`config.mk`:
```
export PLATFORM = sky130hd
export DESIGN_NAME = ldtu_ser_lane_receiver
export DESIGN_NICKNAME = d
export VERILOG_FILES = /design/src/rtl/ldtu_rx_pkg.sv /design/src/rtl/ldtu_rx_word_shifter.sv /design/src/rtl/ldtu_ser_lane_receiver.sv
export SDC_FILE = /design/constraint.sdc
export NUM_CORES = 1
export LEC_CHECK = 0
export ABC_AREA = 1
export BUFFER_PORTS_ARGS = -buffer_cell sky130_fd_sc_hd__buf_2
export CAP_MARGIN = 20
export CORE_ASPECT_RATIO = 1.75
export CORE_UTILIZATION = 53
export CTS_CLUSTER_DIAMETER = 120
export DETAILED_ROUTE_END_ITERATION = 8
export MAX_ROUTING_LAYER = met4
export PLACE_DENSITY = 0.82
export SLEW_MARGIN = 20
export SYNTH_ARGS = -nofsm -noshare
export SYNTH_HDL_FRONTEND = slang
export SYNTH_SLANG_ARGS = --single-unit
```
`constraint.sdc`:
```
create_clock -name clock -period 2.3 [get_ports clock]
set_input_delay 0.46 -clock clock [delete_from_list [all_inputs] [get_ports clock]]
set_output_delay 0.46 -clock clock [all_outputs]
set_load 0.02 [all_outputs]
```
`src/rtl/ldtu_rx_pkg.sv`:
```
// Shared encodings and widths for the LiTE-DTU serial lane receiver.
package ldtu_rx_pkg;

    localparam int unsigned Nbits_32 = 32;
    localparam int unsigned BitCntW  = 5;
    localparam int unsigned FillW    = 6;

    typedef enum logic [1:0] {
        HUNT   = 2'd0,
        VERIFY = 2'd1,
        LOCKED = 2'd2
    } rxState_t;

endpackage

```
`src/rtl/ldtu_rx_word_shifter.sv`:
```
// MSB-first serial-to-parallel shifter with fill tracking and a free-running
// 32-bit word boundary counter that the FSM can re-phase.
module ldtu_rx_word_shifter
    import ldtu_rx_pkg::*;
(
    input  logic                clock,
    input  logic                rst,
    input  logic                SerIn,
    input  logic                clrFill,
    input  logic                clrBit,
    output logic [Nbits_32-1:0] sr,
    output logic                filled,
    output logic                boundary
);

    logic [FillW-1:0]   fillCnt;
    logic [BitCntW-1:0] bitCnt;

    always_ff @(posedge clock) begin
        if (rst) begin
            sr      <= '0;
            fillCnt <= '0;
            bitCnt  <= '0;
        end else begin
            sr <= {sr[Nbits_32-2:0], SerIn};
            if (clrFill) begin
                fillCnt <= '0;
            end else if (!filled) begin
                fillCnt <= fillCnt + FillW'(1);
            end
            // Clearing on a hunt match puts the next boundary 32 bits later.
            if (clrBit) begin
                bitCnt <= '0;
            end else begin
                bitCnt <= bitCnt + BitCntW'(1);
            end
        end
    end

    assign filled   = (fillCnt == FillW'(Nbits_32));
    assign boundary = (bitCnt == '1);

endmodule

```
`src/rtl/ldtu_ser_lane_receiver.sv`:
```
// Receive end of one LiTE-DTU serializer lane: hunts for the synch pattern, locks, delivers words.
// Build option: define LDTU_RX_ERRCNT_EN to implement the saturating ErrCnt counter.
module ldtu_ser_lane_receiver
    import ldtu_rx_pkg::*;
#(
    parameter int unsigned LOCK_COUNT   = 4,
    parameter int unsigned UNLOCK_COUNT = 2,
    parameter int unsigned ERR_BITS     = 8
) (
    input  logic                clock,
    input  logic                rst,
    input  logic                SerIn,
    input  logic [Nbits_32-1:0] synch_pattern,
    input  logic                sync_mode,
    input  logic                realign,
    output logic [Nbits_32-1:0] DataOut,
    output logic                DataValid,
    output logic                Locked,
    output logic [ERR_BITS-1:0] ErrCnt
);

    localparam int unsigned MatchW = $clog2(LOCK_COUNT + 1);
    localparam int unsigned MissW  = $clog2(UNLOCK_COUNT + 1);
    localparam logic [MatchW-1:0] LockLim   = MatchW'(LOCK_COUNT);
    localparam logic [MissW-1:0]  UnlockLim = MissW'(UNLOCK_COUNT);

    rxState_t            stateQ, stateD;
    logic [MatchW-1:0]   matchCntQ, matchCntD;
    logic [MissW-1:0]    missCntQ, missCntD;
    logic [Nbits_32-1:0] sr;
    logic                filled, boundary, clrBit, patMatch, dataValidD;

    ldtu_rx_word_shifter u_shifter (
        .clock    (clock),
        .rst      (rst),
        .SerIn    (SerIn),
        .clrFill  (realign),
        .clrBit   (clrBit),
        .sr       (sr),
        .filled   (filled),
        .boundary (boundary)
    );

    assign patMatch = (sr == synch_pattern);

    always_ff @(posedge clock) begin
        if (rst) begin
            stateQ    <= HUNT;
            matchCntQ <= '0;
            missCntQ  <= '0;
        end else begin
            stateQ    <= stateD;
            matchCntQ <= matchCntD;
            missCntQ  <= missCntD;
        end
    end

    always_comb begin
        stateD    = stateQ;
        matchCntD = matchCntQ;
        missCntD  = missCntQ;
        clrBit    = 1'b0;
        if (realign) begin
            stateD    = HUNT;
            matchCntD = '0;
            missCntD  = '0;
        end else begin
            unique case (stateQ)
                HUNT: begin
                    if (filled && patMatch) begin
                        clrBit    = 1'b1;
                        matchCntD = MatchW'(1);
                        missCntD  = '0;
                        stateD    = (MatchW'(1) >= LockLim) ? LOCKED : VERIFY;
                    end
                end
                VERIFY: begin
                    if (boundary) begin
                        if (patMatch) begin
                            matchCntD = matchCntQ + MatchW'(1);
                            if (matchCntD >= LockLim) begin
                                stateD = LOCKED;
                            end
                        end else begin
                            // Fill is kept: sr already holds 32 valid bits to hunt on.
                            stateD    = HUNT;
                            matchCntD = '0;
                        end
                    end
                end
                LOCKED: begin
                    if (boundary && sync_mode) begin
                        if (patMatch) begin
                            missCntD = '0;
                        end else begin
                            missCntD = missCntQ + MissW'(1);
                            if (missCntD >= UnlockLim) begin
                                stateD    = HUNT;
                                matchCntD = '0;
                                missCntD  = '0;
                            end
                        end
                    end
                end
                default: stateD = HUNT;
            endcase
        end
    end

    always_comb begin
        dataValidD = !realign && (stateQ == LOCKED) && boundary;
    end

    always_ff @(posedge clock) begin
        if (rst) begin
            DataOut   <= '0;
            DataValid <= 1'b0;
            Locked    <= 1'b0;
        end else begin
            DataValid <= dataValidD;
            if (dataValidD) begin
                DataOut <= sr;
            end
            Locked <= (stateD == LOCKED);
        end
    end

`ifdef LDTU_RX_ERRCNT_EN
    logic                errInc;
    logic [ERR_BITS-1:0] errCntQ;

    assign errInc = dataValidD && sync_mode && !patMatch;

    always_ff @(posedge clock) begin
        if (rst) begin
            errCntQ <= '0;
        end else if (errInc && (errCntQ != '1)) begin
            errCntQ <= errCntQ + ERR_BITS'(1);
        end
    end

    assign ErrCnt = errCntQ;
`else
    assign ErrCnt = '0;
`endif

endmodule
```
==> results of run 1 <==
==> per-stage QoR <==
step	hold slack, ns	setup WS [ns]	cell area, sq um	utilization [%]	power (W)
finish	0.295	0.435	4060	64.8	0.00265
global route	0.307	0.219	4060	64.8	0.00274
CTS	0.275	0.434	4060	64.8	0.00267
detailed placement	0.436	0.410	3870	61.7	0.00163
global placement	0.425	0.480	3870	61.7	0.00163
floorplan	0.417	0.627	3510	-	0.00159
==> synth_stat cells <==
master / count
a21oi_1: 38
buf_2: 1
buf_4: 8
clkbuf_1: 9
clkbuf_2: 3
conb_1: 1
dfxtp_1: 84
ha_1: 10
inv_1: 58
inv_2: 10
nand2_1: 70
nand2_2: 4
nand3_1: 9
nand3_2: 1
nand3_4: 1
nor2_1: 69
nor2_2: 2
nor3_1: 3
nor3_2: 1
nor3_4: 1
nor3b_1: 1
o21ai_0: 36
o21ai_2: 1
xnor2_1: 24
xor2_1: 4
==> registers in the layout, summed over array words and instances (netlist names) <==
register	cells
missCntQ	2
stateQ	2
u_shifter.bitCnt	5
matchCntQ	3
DataOut	32
u_shifter.fillCnt	6
Locked	1
DataValid	1
u_shifter.sr	32
==> routing by layer <==
layer / GRT usage (%) / vias up / wire (um)
met5: - / - / 0
met4: 12.0 / 0 / 160
met3: 5.96 / 17 / 384
met2: 43.2 / 88 / 3910
met1: 23.2 / 1356 / 2890
li1: - / 1498 / -
==> cells in the final DEF (no fill, tap or decap), types with 3 or more instances in the layout <==
cell	netlist	routed
dfxtp_1	84	84
nand2_2	4	4
a21oi_1	38	38
ha_1	10	10
buf_2	1	70
nor2_1	69	69
inv_2	10	10
clkbuf_8	0	10
conb_1	1	8
xor2_1	4	4
nand2_1	70	70
nand3_1	9	9
o21ai_0	36	36
nor3_1	3	3
buf_4	8	3
xnor2_1	24	24
inv_1	58	58
==> final timing paths <==
check                                to  slack (ns)
max            DataOut[25]$_SDFFE_PP0P_        0.44
min          u_shifter.sr[0]$_SDFF_PP0_        0.29
max reg2reg    DataOut[25]$_SDFFE_PP0P_        0.44
min reg2reg    missCntQ[1]$_SDFFE_PP0P_        0.45
==> power by group <==
group / switching, W / internal, W
Combinational: 0.0000773 / 0.0000543
Clock: 0.000515 / 0.000531
Sequential: 0.00000636 / 0.00146
Total: 0.000599 / 0.00205
==> worst min-delay path, stage by stage <==
cell    delay, ns
buf_2        0.09
inv_1        0.04
nor2_1       0.03
==> kinds of logic after synthesis <==
family | after synthesis | share of synthesized area, %
AO/OA/AOI/OAI | 75 | 10.9
XOR/XNOR | 28 | 7.04
adder cells (fa/ha/maj) | 10 | 3.59
buffers and inverters | 89 | 10.6
flip-flops | 84 | 48.3
other | 1 | 0.108
AND/OR/NAND/NOR | 162 | 19.5
==> final cells by class <==
type	count	area, sq um	share of cell area (%)
clock buffer	12	145	3.57
timing repair buffer	73	373	9.17
tap	80	100	2.46
inverter	68	255	6.28
clock inverter	4	48.8	1.20
sequential	84	1680	41.4
multi-input combinational	283	1460	35.9
==> results.py, run 1 <==
metrics = {
    "status": {
        "status": "complete, no violations",
    },
    "sta": {
        "drv_slew": 0,
        "fin_setup_tns_ns": 0,
        "period_share_pct": 81.1,
        "rsz0062_at_grt": "no",
        "fmax_mhz": 536,
        "period_minus_slack_ns": 1.86,
        "setup-violations-final": 0,
        "hold_viol": 0,
        "finClkSkew_ns": 0.00666,
        "max-slew-margin-rel_pct": 43.6,
        "worst_pin_slew_ns": 0.845,
    },
    "cts": {
        "cts_resized": 0,
        "cts_setup_buffers": 0,
        "cts_root_buf": "clkbuf_8",
        "insertion_delay_ns": 0.36,
        "cts_buffers": 9,
        "htree_num_levels": 3,
        "clkSinkCount": 84,
        "hold_buffers": 0,
        "cts_tree": "done",
        "cts_max_path_buffers": 2,
        "clk_pin_slew_ns": 0.08,
    },
    "power": {
        "power.density_nw_per_um2": 651,
        "power.leakage_nw": 1.89,
        "peakVddDrop_mv": 0.479,
    },
    "floorplan": {
        "chipHeight_um": 109,
        "initial_core_util_pct": 55.5,
        "ioPinCount": 79,
        "die_area_sq_um": 6920,
        "chipWidth_um": 63.3,
        "rows": 38,
        "core_region_area_sq_um": 6280,
    },
    "grt": {
        "grt_pass1_wl_mm": 12.2,
        "antenna_found_initial": 0,
        "grt_util_all_layers_pct": 23.8,
        "grt_max_degree": 37,
        "grt_overflow": 0,
        "grt_pass1_vias": 2850,
    },
    "route": {
        "firstDrtPassIters": 5,
        "drt_drc_violations_left": 0,
        "drt_iter0_markers": 127,
        "post_drt_via_cell_ratio": 4.90,
        "dr_total_vias": 2959,
        "routed_wl_mm": 7.35,
        "detail_route.wl_per_cell_um": 12.2,
        "antenna_left": 0,
    },
    "setup_path": {
        "critPathMaxFanout": 36,
        "cp-start-kind": "flop",
        "end_kind": "flop",
        "cp_top_family": "buffers and inverters",
        "worstPathArrival_ns": 2.15,
        "slowest_delay_ns": 0.36,
        "critPathRequiredTime_ns": 2.59,
        "crit_cells": 9,
        "worst_path_max_delay_cell": "dfxtp_1",
        "crit_chain": "ha_1 > nand2_1 > nor2_1 > ha_1 > inv_1 > nor3_4 > buf_4 > o21ai_0 > a21oi_1",
        "reg2reg_depth": 9,
        "path_buf_inv": 2,
        "critPathMostFrequentCell": "ha_1",
        "timing.critical_path.from": "u_shifter.bitCnt[0]$_SDFF_PP0_",
        "crit_type": "flop to flop",
        "worstReg2RegStart": "u_shifter.bitCnt[0]$_SDFF_PP0_",
    },
    "logic_synthesis": {
        "yosys_warnings": 0,
        "yosysUniqueCellTypes": 25,
        "synth_area_sq_um": 3480,
        "synth_top_area_share_pct": 48.3,
        "synth_seq_cells": 84,
        "ys_seq_area_share_pct": 48.3,
        "synthTopCellsByArea": "dfxtp_1 (48%), nand2_1 (7.5%), nor2_1 (7.4%)",
        "synth_top_cell_by_area": "dfxtp_1",
        "syn_area_per_cell_sq_um": 7.76,
        "synthCells": 449,
    },
    "final_layout": {
        "area_growth_syn_to_layout_pct": 16.6,
        "final_nets": 566,
        "diodes": 0,
        "layout-drive-gt1-share_pct": 20.6,
        "finalNonFillerCells": 604,
        "n_fill_cell": 542,
    },
    "placement": {
        "post-place-cells": 588,
        "hpwl_mm": 5.48,
        "place_congestion": 0.945,
        "io_buffers": 70,
    },
    "min_path": {
        "hold_class": "input pin to flop",
        "min_path_cells": 3,
        "holdCritStartpoint": "SerIn",
    },
    "job": {
        "drv_cap": 0,
    },
}
Power figures use the tool's default switching activity.
==> run 2: changes to the inputs <==
- clock period: 2.3 -> 1.9 ns (I/O delays scaled with it)
==> run 2 against run 1 <==
First-iteration DRC count fell by 31%. Final area rose by 2.9%. Cell count up 1.2%. Critical endpoint is now DataOut[31]$_SDFFE_PP0P_. Largest cell class unchanged.
==> results.py, run 2 (synthesis results as in run 1) <==
metrics = {
    "setup_path": {
        "rrSetupSlack_ns": 0.16,
        "crit_end": "DataOut[31]$_SDFFE_PP0P_",
        "timing.critical_path.from": "u_shifter.bitCnt[0]$_SDFF_PP0_",
        "critPathRequiredTime_ns": 2.20,
        "worstPathArrival_ns": 2.03,
        "worstReg2RegStart": "u_shifter.bitCnt[0]$_SDFF_PP0_",
        "reg2reg_to": "DataOut[31]$_SDFFE_PP0P_",
        "end_kind": "flop",
        "crit_type": "flop to flop",
        "reg2reg_depth": 10,
        "critPathMaxFanout": 32,
        "cp-start-kind": "flop",
    },
    "cts": {
        "cts_max_path_buffers": 2,
        "cts_buffers": 9,
        "cts_root_buf": "clkbuf_8",
        "htree_num_levels": 3,
        "clk_pin_slew_ns": 0.08,
        "cts_tree": "done",
        "clkSinkCount": 84,
        "hold_buffers": 0,
        "insertion_delay_ns": 0.35,
    },
    "floorplan": {
        "rows": 38,
        "initial_core_util_pct": 55.5,
        "die_area_sq_um": 6920,
        "chipWidth_um": 63.3,
        "core_region_area_sq_um": 6280,
        "chipHeight_um": 109,
        "ioPinCount": 79,
    },
    "final_layout": {
        "diodes": 0,
        "finalNonFillerCells": 611,
        "reg_top3": "DataOut (32), u_shifter.sr (32), u_shifter.fillCnt (6)",
        "utilization_pct": 66.6,
        "fin_area_sq_um": 4180,
        "final_nets": 573,
        "layout-drive-gt1-share_pct": 22.4,
        "final_cell_mix": "dfxtp_1 (83), nand2_1 (70), buf_2 (70), nor2_1 (68), inv_1 (58)",
        "area_growth_syn_to_layout_pct": 20.0,
        "n_fill_cell": 537,
        "final_common_cell": "dfxtp_1",
    },
    "power": {
        "p_sw_share_pct": 21.9,
        "p_int_w": 0.00252,
        "power.density_nw_per_um2": 770,
        "power_frac_comb_pct": 5.1,
        "net-switching-power_w": 0.000706,
        "power.leakage_nw": 1.94,
        "pwr-share-clk_pct": 39.7,
        "peakVddDrop_mv": 0.660,
        "pwr-share-seq_pct": 55.2,
    },
    "sta": {
        "period_minus_slack_ns": 1.74,
        "finClkSkew_ns": 0.00639,
        "setup-violations-final": 0,
        "drv_slew": 0,
        "period_share_pct": 91.4,
        "fmax_mhz": 576,
        "fin_ws_ns": 0.164,
        "hold_viol": 0,
    },
    "grt": {
        "grt_util_all_layers_pct": 22.3,
        "grt_max_degree": 65,
        "grt_pass1_wl_mm": 11.6,
        "antenna_found_initial": 0,
        "grt_pass1_vias": 2716,
        "grt_overflow": 0,
    },
    "min_path": {
        "hold_class": "input pin to flop",
    },
    "placement": {
        "hpwl_mm": 5.34,
        "place_congestion": 0.902,
        "post-place-cells": 591,
        "placed_area_sq_um": 3910,
        "pre_cts_ws_ns": 0.0785,
        "io_buffers": 70,
    },
    "route": {
        "drt_drc_violations_left": 0,
        "routed_wl_mm": 7.43,
        "dr_total_vias": 2952,
        "drt_iter0_markers": 88,
        "post_drt_via_cell_ratio": 4.83,
        "firstDrtPassIters": 4,
        "antenna_left": 0,
        "detail_route.wl_per_cell_um": 12.2,
    },
    "status": {
        "status": "complete, no violations",
    },
    "job": {
        "drv_cap": 0,
    },
}
[run 2: worst min path at each step]
stage | from | end | slack [ns] | depth (start not counted)
final | SerIn | u_shifter.sr[0]$_SDFF_PP0_ | 0.23 | 3
after floorplan | missCntQ[1]$_SDFFE_PP0P_ | missCntQ[1]$_SDFFE_PP0P_ | 0.42 | 2
after detailed placement | u_shifter.fillCnt[5]$_SDFFE_PP0P_ | u_shifter.fillCnt[5]$_SDFFE_PP0P_ | 0.44 | 1
after CTS | SerIn | u_shifter.sr[0]$_SDFF_PP0_ | 0.21 | 3
after global placement | missCntQ[1]$_SDFFE_PP0P_ | missCntQ[1]$_SDFFE_PP0P_ | 0.42 | 2
after global routing | SerIn | u_shifter.sr[0]$_SDFF_PP0_ | 0.21 | 3
[run 2: cell type report]
type | instances | area, sq um | share of cell area [%]
Tap cell | 80 | 100 | 2.39
Timing Repair Buffer | 80 | 477 | 11.4
Multi-Input combinational cell | 283 | 1470 | 35.0
Sequential cell | 84 | 1680 | 40.2
Clock inverter | 4 | 47.5 | 1.14
Clock buffer | 12 | 155 | 3.71
Inverter | 68 | 255 | 6.10
[run 2: repair_timing]
action	CTS	global route
setup buffers	0	2
gates resized for setup	0	4
setup endpoints to repair	0	35
[run 2: worst max-delay path, stage by stage, from the launching register on]
cell and delay [ns]:
dfxtp_2 0.35, ha_1 0.17, nand2_1 0.07, nor2_1 0.10, ha_2 0.20, inv_1 0.08, nor3_4 0.17, buf_6 0.15
clkbuf_16 0.21, o21ai_0 0.09, nor2_1 0.08
[run 2: metrics by stage]
| step | setup TNS [ns] | hold WS (ns) | power (W) |
|---|---|---|---|
| 3_5_place_dp | 0 | 0.440 | 0.00199 |
| 6_report | 0 | 0.230 | 0.00322 |
| 4_1_cts | 0 | 0.207 | 0.00326 |
| 5_1_grt | -0.0255 | 0.213 | 0.00333 |
| 2_1_floorplan | 0 | 0.417 | 0.00193 |
| 3_3_place_gp | 0 | 0.425 | 0.00198 |
[run 2: per-layer routing]
layer / track usage (%) / vias to the layer above / wire [um] / share of wire [%]
li1: - / 1511 / - / -
met1: 23.4 / 1353 / 2980 / 40
met4: 9.74 / 0 / 175 / 2.4
met5: - / - / 0 / 0
met3: 5.02 / 12 / 296 / 4.0
met2: 39.8 / 76 / 3970 / 53
[run 2: power groups by stage]
stage,combinational [W],clock (W),sequential [W]
6_report,0.000166,0.00128,0.00178
5_1_grt,0.000186,0.00137,0.00178
4_1_cts,0.000167,0.00131,0.00178
3_5_place_dp,0.000166,0,0.00182
3_3_place_gp,0.000162,0,0.00182
2_1_floorplan,0.000110,0,0.00182
==> run 3: changes to the inputs <==
- CORE_MARGIN: default -> 2
- CTS_CLUSTER_SIZE: default -> 20
==> run 3 against run 2 <==
Power rose by 13%. Sequential share of layout area decreased by 1.2 points. Via count increased by 3.4%. Critical path type unchanged. Critical endpoint unchanged.
==> results.py, run 3 (synthesis results as in run 1) <==
metrics = {
    "route": {
        "post_drt_via_cell_ratio": 4.95,
        "detail_route.wl_per_cell_um": 13.8,
        "firstDrtPassIters": 4,
        "drt_iter0_markers": 109,
        "drt_drc_violations_left": 0,
        "dr_total_vias": 3051,
        "antenna_left": 0,
        "routed_wl_mm": 8.48,
    },
    "final_layout": {
        "area_growth_syn_to_layout_pct": 23.9,
        "layout-drive-gt1-share_pct": 23.4,
        "final_common_cell": "dfxtp_1",
        "diodes": 0,
        "final_nets": 576,
        "utilization_pct": 67.0,
        "n_fill_cell": 581,
        "final_cell_mix": "dfxtp_1 (82), buf_2 (71), nand2_1 (69), nor2_1 (68), inv_1 (57)",
        "reg_top3": "DataOut (32), u_shifter.sr (32), u_shifter.fillCnt (6)",
    },
    "status": {
        "status": "complete, no violations",
    },
    "floorplan": {
        "die_area_sq_um": 7270,
        "chipWidth_um": 65.3,
        "initial_core_util_pct": 54.1,
        "rows": 39,
        "core_region_area_sq_um": 6440,
        "chipHeight_um": 111,
        "ioPinCount": 79,
    },
    "setup_path": {
        "slowest_delay_ns": 0.37,
        "rrSetupSlack_ns": 0.01,
        "crit_type": "flop to flop",
        "end_kind": "flop",
        "worst_path_max_delay_cell": "dfxtp_4",
        "critPathRequiredTime_ns": 2.17,
        "worstPathArrival_ns": 2.16,
        "critPathMaxFanout": 6,
        "crit_chain": "ha_4 > nand2_2 > nor2_2 > ha_2 > inv_2 > nor3_4 > buf_6 > clkbuf_16 > o21ai_0 > nor2_1",
        "cp-start-kind": "flop",
    },
    "placement": {
        "place_congestion": 0.934,
        "io_buffers": 70,
        "hpwl_mm": 5.39,
    },
    "cts": {
        "cts_buffers": 9,
        "cts_tree": "done",
        "clkSinkCount": 84,
        "hold_buffers": 0,
        "insertion_delay_ns": 0.34,
        "htree_num_levels": 3,
        "clk_pin_slew_ns": 0.06,
        "cts_root_buf": "clkbuf_16",
        "cts_max_path_buffers": 2,
    },
    "power": {
        "peakVddDrop_mv": 0.709,
        "power.leakage_nw": 2.00,
        "power.density_nw_per_um2": 845,
    },
    "sta": {
        "fmax_mhz": 530,
        "finClkSkew_ns": 0.00650,
        "period_share_pct": 99.3,
        "drv_slew": 0,
        "period_minus_slack_ns": 1.89,
        "hold_viol": 0,
        "fin_setup_tns_ns": 0,
        "setup-violations-final": 0,
    },
    "grt": {
        "grt_util_all_layers_pct": 22.6,
        "grt_max_degree": 45,
        "grt_pass1_vias": 2831,
        "grt_pass1_wl_mm": 12.4,
        "grt_overflow": 0,
        "antenna_found_initial": 0,
    },
    "job": {
        "drv_cap": 0,
    },
    "min_path": {
        "hold_class": "input pin to flop",
    },
}
==> run 3: cell types whose count changed in the layout (fill, tap and decap cells not counted), sizes merged <==
cell,delta
buf,+3
clkbuf,-1
clkinv,+1
==> run 3: repair_timing <==
action / CTS / global route
setup buffers: 0 / 3
resized for setup: 0 / 11
endpoints found under the setup margin: 0 / 32
==> run 3: where the power goes <==
group	total (W)	internal (W)	switching (W)
Combinational	0.000171	0.0000706	0.000101
Clock	0.00170	0.00101	0.000685
Sequential	0.00178	0.00177	0.00000976
==> run 3: worst max-delay path, delay by kind of cell (launching register included) <==
kind,cells,cell delay (ns)
buffers and inverters,3,0.40
DFF,1,0.37
AOI/OAI and AO/OA,1,0.09
adders and majority gates,2,0.36
and+or+nand+nor,4,0.58
==> run 3: path summary, 6_finish.rpt <==
kind                                                     start                           to  cells after the start
worst max-delay path            u_shifter.bitCnt[0]$_SDFF_PP0_     DataOut[31]$_SDFFE_PP0P_                     10
worst min register to register     u_shifter.sr[19]$_SDFF_PP0_  u_shifter.sr[20]$_SDFF_PP0_                      2
worst max register to register  u_shifter.bitCnt[0]$_SDFF_PP0_     DataOut[31]$_SDFFE_PP0P_                     10
worst min-delay path                                     SerIn   u_shifter.sr[0]$_SDFF_PP0_                      3
==> run 3: cell type report <==
class	instances	area, sq um	area share (%)
inverter	68	255	5.91
clock buffer	11	233	5.39
timing repair buffer	83	508	11.8
multi-input combinational	283	1480	34.3
clock inverter	5	52.6	1.22
sequential	84	1690	39.1
tap	82	103	2.38
==> run 3: per-layer routing <==
layer  routed length [um]  global-route usage, %
met1                 3210                   24.8
met2                 4650                   38.2
met3                  395                   5.38
met4                  220                   9.58
met5                    0                      -
==> run 3: through the flow <==
step | cell area [sq um] | instances | hold WS (ns) | setup slack [ns] | power [W]
after floorplan | 3510 | 456 | 0.417 | 0.227 | 0.00193
after global placement | 3900 | 592 | 0.427 | 0.157 | 0.00198
after detailed placement | 3900 | 592 | 0.440 | 0.0927 | 0.00198
after CTS | 4190 | 608 | 0.240 | 0.0771 | 0.00366
after global routing | 4320 | 616 | 0.269 | -0.104 | 0.00375
final | 4320 | 616 | 0.242 | 0.0131 | 0.00365
